[config.mk]
export PLATFORM = sky130hd
export DESIGN_NAME = z_core_mem_arbiter
export DESIGN_NICKNAME = d
export VERILOG_FILES = /design/src/rtl/z_core_mem_arbiter.sv
export SDC_FILE = /design/constraint.sdc
export NUM_CORES = 1
export LEC_CHECK = 0
export BUFFER_PORTS_ARGS = -buffer_cell sky130_fd_sc_hd__buf_2
export CAP_MARGIN = 25
export CORE_MARGIN = 1
export CORE_UTILIZATION = 35
export DETAILED_ROUTE_END_ITERATION = 12
export PLACE_DENSITY = 0.62
export SYNTH_ARGS = -nofsm -noshare
export SYNTH_HDL_FRONTEND = slang
export SYNTH_SLANG_ARGS = --single-unit
[constraint.sdc]
create_clock -name clk -period 2.5 [get_ports clk]
set_input_delay 0.125 -clock clk [delete_from_list [all_inputs] [get_ports clk]]
set_output_delay 0.125 -clock clk [all_outputs]
set_load 0.01 [all_outputs]
[src/rtl/z_core_mem_arbiter.sv]
`default_nettype none
//------------------------------------------------------------------------------
// Module      : z_core_mem_arbiter
// Description : Shares one single-port, fixed-latency memory between the z_core
//               (port 0) and a DMA / debug loader (port 1). Round-robin
//               arbitration with a single transaction in flight.
// Revision    : 1.0 - initial release
//------------------------------------------------------------------------------
// Ports
//   clk, reset               clock (rising edge), synchronous active-high reset
//   m0_*_i / m0_*_o          core port: req/we/addr/wdata in, gnt/rvalid/rdata out
//   m1_*_i / m1_*_o          DMA/debug port, same set as port 0
//   mem_en_o, mem_we_o       memory strobe and write enable (ISSUE cycle only)
//   mem_addr_o, mem_wdata_o  latched address / write data of current transaction
//   mem_rdata_i              memory read data, valid MEM_LATENCY cycles after issue
//   busy_o                   high whenever the arbiter is not idle
//------------------------------------------------------------------------------
module z_core_mem_arbiter #(
   parameter int ADDR_W      = 32,
   parameter int DATA_W      = 32,
   parameter int MEM_LATENCY = 1    // legal range 1..15
) (
   input  logic              clk,
   input  logic              reset,
   input  logic              m0_req_i,
   input  logic              m0_we_i,
   input  logic [ADDR_W-1:0] m0_addr_i,
   input  logic [DATA_W-1:0] m0_wdata_i,
   output logic              m0_gnt_o,
   output logic              m0_rvalid_o,
   output logic [DATA_W-1:0] m0_rdata_o,
   input  logic              m1_req_i,
   input  logic              m1_we_i,
   input  logic [ADDR_W-1:0] m1_addr_i,
   input  logic [DATA_W-1:0] m1_wdata_i,
   output logic              m1_gnt_o,
   output logic              m1_rvalid_o,
   output logic [DATA_W-1:0] m1_rdata_o,
   output logic              mem_en_o,
   output logic              mem_we_o,
   output logic [ADDR_W-1:0] mem_addr_o,
   output logic [DATA_W-1:0] mem_wdata_o,
   input  logic [DATA_W-1:0] mem_rdata_i,
   output logic              busy_o
);

   typedef enum logic [1:0] {
      ST_IDLE  = 2'd0,
      ST_ISSUE = 2'd1,
      ST_WAIT  = 2'd2,
      ST_RESP  = 2'd3
   } state_t;

   localparam int             CNT_W    = 4;
   localparam logic [CNT_W-1:0] CNT_INIT = CNT_W'(MEM_LATENCY - 1);

   state_t              state_q, state_d;
   logic                rr_last_q, rr_last_d;   // port that won the last grant
   logic                owner_q, owner_d;       // port owning the transaction
   logic                we_q, we_d;
   logic [ADDR_W-1:0]   addr_q, addr_d;
   logic [DATA_W-1:0]   wdata_q, wdata_d;
   logic [CNT_W-1:0]    cnt_q, cnt_d;
   logic [DATA_W-1:0]   rdata_q, rdata_d;

   logic                gnt0, gnt1;

   // Grants are combinational in IDLE. On a tie the port that did not win
   // last time goes first; reset masks both grants so nothing is accepted
   // on the reset edge.
   always_comb begin
      gnt0 = 1'b0;
      gnt1 = 1'b0;
      if (!reset && (state_q == ST_IDLE)) begin
         gnt0 = m0_req_i && (!m1_req_i || rr_last_q);
         gnt1 = m1_req_i && (!m0_req_i || !rr_last_q);
      end
   end

   always_comb begin
      state_d   = state_q;
      rr_last_d = rr_last_q;
      owner_d   = owner_q;
      we_d      = we_q;
      addr_d    = addr_q;
      wdata_d   = wdata_q;
      cnt_d     = cnt_q;
      rdata_d   = rdata_q;
      case (state_q)
         ST_IDLE: begin
            if (gnt0 || gnt1) begin
               owner_d   = gnt1;
               rr_last_d = gnt1;
               we_d      = gnt1 ? m1_we_i    : m0_we_i;
               addr_d    = gnt1 ? m1_addr_i  : m0_addr_i;
               wdata_d   = gnt1 ? m1_wdata_i : m0_wdata_i;
               state_d   = ST_ISSUE;
            end
         end
         ST_ISSUE: begin
            cnt_d   = CNT_INIT;
            state_d = ST_WAIT;
         end
         ST_WAIT: begin
            // cnt==0 marks the cycle in which mem_rdata is valid; writes
            // return an all-zero acknowledge instead of memory data.
            if (cnt_q == '0) begin
               rdata_d = we_q ? '0 : mem_rdata_i;
               state_d = ST_RESP;
            end else begin
               cnt_d = cnt_q - 1'b1;
            end
         end
         ST_RESP: begin
            state_d = ST_IDLE;
         end
         default: begin
            state_d = ST_IDLE;
         end
      endcase
   end

   always_ff @(posedge clk) begin
      if (reset) begin
         state_q   <= ST_IDLE;
         rr_last_q <= 1'b1;
         owner_q   <= 1'b0;
         we_q      <= 1'b0;
         addr_q    <= '0;
         wdata_q   <= '0;
         cnt_q     <= '0;
         rdata_q   <= '0;
      end else begin
         state_q   <= state_d;
         rr_last_q <= rr_last_d;
         owner_q   <= owner_d;
         we_q      <= we_d;
         addr_q    <= addr_d;
         wdata_q   <= wdata_d;
         cnt_q     <= cnt_d;
         rdata_q   <= rdata_d;
      end
   end

   // Address and write data simply hold the latched values; only the strobe
   // and write enable are restricted to the ISSUE cycle.
   assign mem_en_o    = (state_q == ST_ISSUE);
   assign mem_we_o    = (state_q == ST_ISSUE) && we_q;
   assign mem_addr_o  = addr_q;
   assign mem_wdata_o = wdata_q;

   assign m0_gnt_o    = gnt0;
   assign m1_gnt_o    = gnt1;
   assign m0_rvalid_o = (state_q == ST_RESP) && !owner_q;
   assign m1_rvalid_o = (state_q == ST_RESP) &&  owner_q;
   assign m0_rdata_o  = m0_rvalid_o ? rdata_q : '0;
   assign m1_rdata_o  = m1_rvalid_o ? rdata_q : '0;
   assign busy_o      = (state_q != ST_IDLE);

endmodule
`default_nettype wire

==> results of run 1 <==
## flip-flops by register name (all words and copies together), names as in the netlist
| register | cells |
|---|---|
| rr_last_q | 1 |
| we_q | 1 |
| rdata_q | 32 |
| mem_addr_o | 32 |
| state_q | 2 |
| cnt_q | 4 |
| owner_q | 1 |
| mem_wdata_o | 32 |
## logic make-up (layout without fill, tap and decap cells)
logic type,after synthesis,after routing,synth area share (%)
compound gates,177,177,24.3
simple gates,283,283,28.6
fa+ha+maj,6,6,1.36
buf+inv,88,342,7.32
xor+xnor,1,1,0.159
flops,105,105,38.1
mux,1,1,0.181
## power by group
group	internal, mW	switching [mW]	total (mW)
Clock	0.809	0.661	1.47
Sequential	2.08	0.223	2.31
Combinational	0.891	1.37	2.26
## tightest hold or removal path, stage by stage
cell and delay (ns):
sky130_fd_sc_hd__buf_2 0.10, sky130_fd_sc_hd__nand3b_1 0.06, sky130_fd_sc_hd__a21oi_1 0.06
## cell usage in the layout (no fill, tap or decap), drive strengths merged, types with 2 or more instances in the layout
cell	Yosys	layout
buf	32	319
nor3	130	130
dfxtp	105	105
a21oi	100	100
a2111oi	65	65
and2	35	35
nand3b	33	33
and3	33	33
nand2	32	32
clkbuf	49	10
inv	7	8
ha	6	6
nand2b	6	6
clkinv	0	4
or2	3	3
o211ai	3	3
or3	3	3
o21ai	3	3
a221oi	2	2
nor2b	2	2
nor2	2	2
## per-stage QoR
stage / setup WS [ns] / std cells
after floorplan: 0.764 / 661
after global placement: 0.463 / 1110
after detailed placement: 0.369 / 1110
after CTS: 0.187 / 1126
after global routing: 0.0524 / 1126
final: 0.197 / 1126
## layer usage
layer	vias to the layer above	global-route usage [%]	routed length (um)
li1	2948	-	-
met1	2761	27.7	7940
met2	248	37.5	8620
met3	34	5.19	1430
met4	0	9.48	482
met5	-	0	0
## worst paths after layout
check / slack, ns / depth (start not counted) / start / to
max reg2reg: 0.34 / 6 / state_q[0] / mem_addr_o[6]
max: 0.20 / 7 / state_q[0] / m1_gnt_o
min: 0.04 / 3 / mem_rdata_i[3] / rdata_q[3]
min reg2reg: 0.46 / 2 / rdata_q[31] / rdata_q[31]
## area by class of cell
class                      count  area (um2)  area share, %
timing repair buffer         319        1670           22.5
multi-input combinational    468        3050           41.1
clock inverter                 6        66.3          0.894
tap                          211         264           3.56
clock buffer                  10         239           3.22
sequential                   105        2100           28.3
inverter                       7        26.3          0.354
==> flow_summary.ini, run 1 <==
[cts]
cts_num_sinks = 105
clkLatencyLatePin_ns = 0.35
cts_max_path_buffers = 2
cts_made_buffers = 9
cts_root_buf = sky130_fd_sc_hd__clkbuf_16
clock_tree_from_tritoncts = built
maximum_level_of_the_cts_h_tree = 3
clk_pin_slew_ns = 0.07
postCtsResizedCells = 0
cts_setup_buffers = 0
hold_buffers = 0

[die]
std_cell_rows = 45
die_area_um2 = 16300
placeableCoreArea_um2 = 15300
start_util_pct = 36.1
die_width_um = 128
die_h_um = 128
design.portCount = 301

[synthesis]
netlist-cell-type-count = 36
post_synth_main_area_contributors = sky130_fd_sc_hd__dfxtp_1 (38%), sky130_fd_sc_hd__nor3_1 (12%), sky130_fd_sc_hd__a21oi_1 (9.1%), sky130_fd_sc_hd__a2111oi_2 (8.2%), sky130_fd_sc_hd__a2111oi_0 (5.4%)
synth_cells = 661
synth_top_area_share_pct = 38.1
yosysWarnings = 0
synth.yosys.seq_area_share_pct = 38.1
synth_area_um2 = 5520
yosysMostFrequentCell = sky130_fd_sc_hd__nor3_1
ys_ff_latch = 105
ys_top_cells_by_count = sky130_fd_sc_hd__nor3_1 (130), sky130_fd_sc_hd__dfxtp_1 (105), sky130_fd_sc_hd__a21oi_1 (100), sky130_fd_sc_hd__clkbuf_1 (49), sky130_fd_sc_hd__and2_1 (35)
synth_flop_cell = sky130_fd_sc_hd__dfxtp_1
synth.net_count = 833
synth_largest_area_cell = sky130_fd_sc_hd__dfxtp_1
avgSynthCellArea_um2 = 8.35
synth-async-reset-ratio_pct = 0
count_of_flip_flops_with_a_built_in_enable_after_synthesis = 0

[layout]
final_cell_area_um2 = 7420
drive_gt1_share_pct = 40.9
final_net_count = 1082
utilization_pct = 48.4
syn2layout_area_growth_pct = 34.3
diodes = 0
fillers = 1577

[sta]
clock_skew_ns = 0.00763
final.min_clock_period_ns = 2.30
final_min_period_over_clock_period_pct = 92.1
max_slew.worst_pin.slew_ns = 0.744
finalHoldViolations = 0
maxClockFrequency_mhz = 434
hold_slack_ns = 0.0400
max_slew_margin_pct = 50.4
setup_viol = 0
maxSlewViolCount = 0
setup_total_negative_slack_ns = 0
rsz0062_at_grt = no

[place]
hpwl_um = 12300
io_buffer_count = 300
gp_routability_congestion = 0.763
place_area_um2 = 7110

[worst_setup_path]
worstPathCellList = inv_1, ha_1, nand3b_1, or2_2, buf_4, inv_1, buf_2
path_delay_family = buffers and inverters
critical_path.endpoint_type = output port
path_buf_inv = 4
critical-path-slowest-cell = sky130_fd_sc_hd__dfxtp_1
critPathRequiredTime_ns = 2.38
worstSetupPathType = register to output port
critical_path_arrival_ns = 2.18
timing.critical_path.from_type = register
largest_stage_delay_on_the_critical_path_ns = 0.33
critical_path.most_common_cell = sky130_fd_sc_hd__inv_1
critical_path_peak_fanout = 44

[global_routing]
global_route.overflow_total = 0
grt_max_degree = 66
number_of_antenna_violations_at_the_first_check_in_global_routing = 0
grt_pass1_wl_um = 29200
grt_pass1_vias = 5605
track_usage_pct = 22.5

[drt]
detail_route.first_pass.iterations = 4
routed-via-count = 5991
final_antenna_violating_net_count = 0
average_wire_per_cell_in_the_routed_design_um = 16.4
drt_wl_total_um = 18500
dr.first_iter.drc_count = 248
routed_via_density = 5.32
drcViolationCount = 0

[pwr]
power.total_mw = 6.04
power_leakage_nw = 3.29
power.ir.vdd_worst_mv = 0.347
p_per_area_nw_per_um2 = 814

[worst_hold_path]
worstHoldPathType = input pin to register

[outcome]
run_status = finished, final reports clean

[flow_run]
drv.max_cap_violation_count = 0
Power figures use the tool's default switching activity.
==> run 2, diff against run 1 <==
CORE_AREA = 2 2 118 120   (was default)
CORE_MARGIN = default   (was 1)
CORE_UTILIZATION = default   (was 35)
DIE_AREA = 0 0 120 122   (was default)
PLACE_DENSITY = 0.72   (was 0.62)
==> run 2 against run 1 <==
Net effect: non-clock buffer count increased by 1; clock skew increased by 0.0019 ns; fmax increased by 8.9%.
==> flow_summary.ini, run 2 (synthesis gave the netlist of run 1 again) <==
[outcome]
run_status = finished, final reports clean

[layout]
mostFrequentLayoutCells = sky130_fd_sc_hd__buf_2 (299), sky130_fd_sc_hd__nor3_1 (130), sky130_fd_sc_hd__dfxtp_1 (105), sky130_fd_sc_hd__a21oi_1 (100)
drive_gt1_share_pct = 40.8
fillers = 1331
leading_cell_type_in_the_layout_fill_and_taps_excluded = sky130_fd_sc_hd__buf_2
area.sequential_um2 = 2100
syn2layout_area_growth_pct = 34.1
final_net_count = 1083
multi_input_comb_area_um2 = 3050

[cts]
postCtsResizedCells = 0
clkLatencyLatePin_ns = 0.35
cts_made_buffers = 9
cts_root_buf = sky130_fd_sc_hd__clkbuf_16
maximum_level_of_the_cts_h_tree = 3
clk_pin_slew_ns = 0.07
cts_num_sinks = 105
cts_max_path_buffers = 2
cts_setup_buffers = 0
hold_buffers = 0
clock_tree_from_tritoncts = built

[worst_setup_path]
timing.rr.end = mem_wdata_o[21]
critical_path_peak_fanout = 65
worst-r2r-cell-count = 6
critPathRequiredTime_ns = 2.72
worst-r2r-setup-slack_ns = 0.39
timing.critical_path.from_type = register
worstSetupPathType = register to register
r2r_start = state_q[1]
critical_path.endpoint_type = register
critical_path_arrival_ns = 2.34

[worst_hold_path]
worstHoldPathType = input pin to register
hp-start = mem_rdata_i[8]
min_to = rdata_q[8]
hold_depth = 3

[sta]
setup_viol = 0
rsz0062_at_grt = no
maxSlewViolCount = 0
hold_slack_ns = 0.0406
final_min_period_over_clock_period_pct = 84.6
max_slew_margin_pct = 49.8
setup_total_negative_slack_ns = 0
final_critical_path_setup_slack_ns = 0.386
max_slew.worst_pin.slew_ns = 0.753
finalHoldViolations = 0
final.min_clock_period_ns = 2.11
clock_skew_ns = 0.00952
maxClockFrequency_mhz = 473

[global_routing]
grt_pass1_wl_um = 28800
track_usage_pct = 24.2
number_of_antenna_violations_at_the_first_check_in_global_routing = 2
global_route.overflow_total = 0
grt_max_degree = 66
grt_pass1_vias = 5590

[die]
die_h_um = 122
die_width_um = 120
std_cell_rows = 43
design.portCount = 301
die_area_um2 = 14600
placeableCoreArea_um2 = 13500
start_util_pct = 40.9

[pwr]
power_leakage_nw = 3.29
power.ir.vdd_worst_mv = 0.383
p_per_area_nw_per_um2 = 817

[drt]
routed_via_density = 5.60
drt_wl_total_um = 18600
detail_route.first_pass.iterations = 5
dr.first_iter.drc_count = 461
average_wire_per_cell_in_the_routed_design_um = 16.9
drcViolationCount = 0
routed-via-count = 6141
final_antenna_violating_net_count = 0

[place]
pre_cts_ws_ns = 0.375
hpwl_um = 12700
io_buffer_count = 300
gp_routability_congestion = 0.829

[flow_run]
drv.max_cap_violation_count = 0
==> run 2: where the power goes <==
part / total, mW / internal [mW] / switching, mW
Sequential: 2.32 / 2.08 / 0.240
Combinational: 2.29 / 0.917 / 1.37
Clock: 1.44 / 0.782 / 0.656
Total: 6.05 / 3.78 / 2.27
==> run 2: metrics by stage <==
stage / util, % / total power [mW] / instance area [um2] / std cells
after floorplan: - / 3.79 / 5520 / 661
after global placement: 52.6 / 4.62 / 7100 / 1080
after detailed placement: 52.6 / 4.64 / 7100 / 1080
after CTS: 54.8 / 6.07 / 7400 / 1096
after global routing: 54.8 / 6.42 / 7400 / 1097
final: 54.8 / 6.05 / 7400 / 1097
==> run 2: worst max-delay path: stages, from the launching register on <==
cell,delay [ns]
sky130_fd_sc_hd__dfxtp_1,0.39
sky130_fd_sc_hd__inv_1,0.10
sky130_fd_sc_hd__ha_1,0.27
sky130_fd_sc_hd__nand3b_1,0.13
sky130_fd_sc_hd__buf_4,0.57
sky130_fd_sc_hd__nor3_1,0.11
sky130_fd_sc_hd__a2111oi_0,0.39
==> run 2: worst max-delay path by stage <==
stage,slack (ns),from,endpoint,cells past startpoint
after CTS,0.36,state_q[1],mem_wdata_o[23],6
after floorplan,0.76,state_q[0],mem_addr_o[17],7
after detailed placement,0.38,state_q[1],mem_wdata_o[23],6
after global placement,0.47,state_q[0],mem_wdata_o[29],6
after global routing,0.12,state_q[1],mem_wdata_o[16],6
final,0.39,state_q[1],mem_wdata_o[21],6
==> run 2: cell type report <==
class | instances | area share [%]
Timing Repair Buffer | 320 | 23.0
Tap cell | 180 | 3.04
Inverter | 7 | 0.355
Clock buffer | 10 | 3.09
Antenna cell | 1 | 0.0338
Multi-Input combinational cell | 468 | 41.2
Clock inverter | 6 | 0.913
Sequential cell | 105 | 28.4
==> run 2: metal layers <==
layer  part of all wire (%)  global-route usage [%]  up-vias
met2                     48                    39.9      300
met1                     41                    30.6     2851
li1                       -                       -     2960
met4                    2.1                    9.49        2
met3                    8.4                    5.62       28
met5                  0.070                       0        -
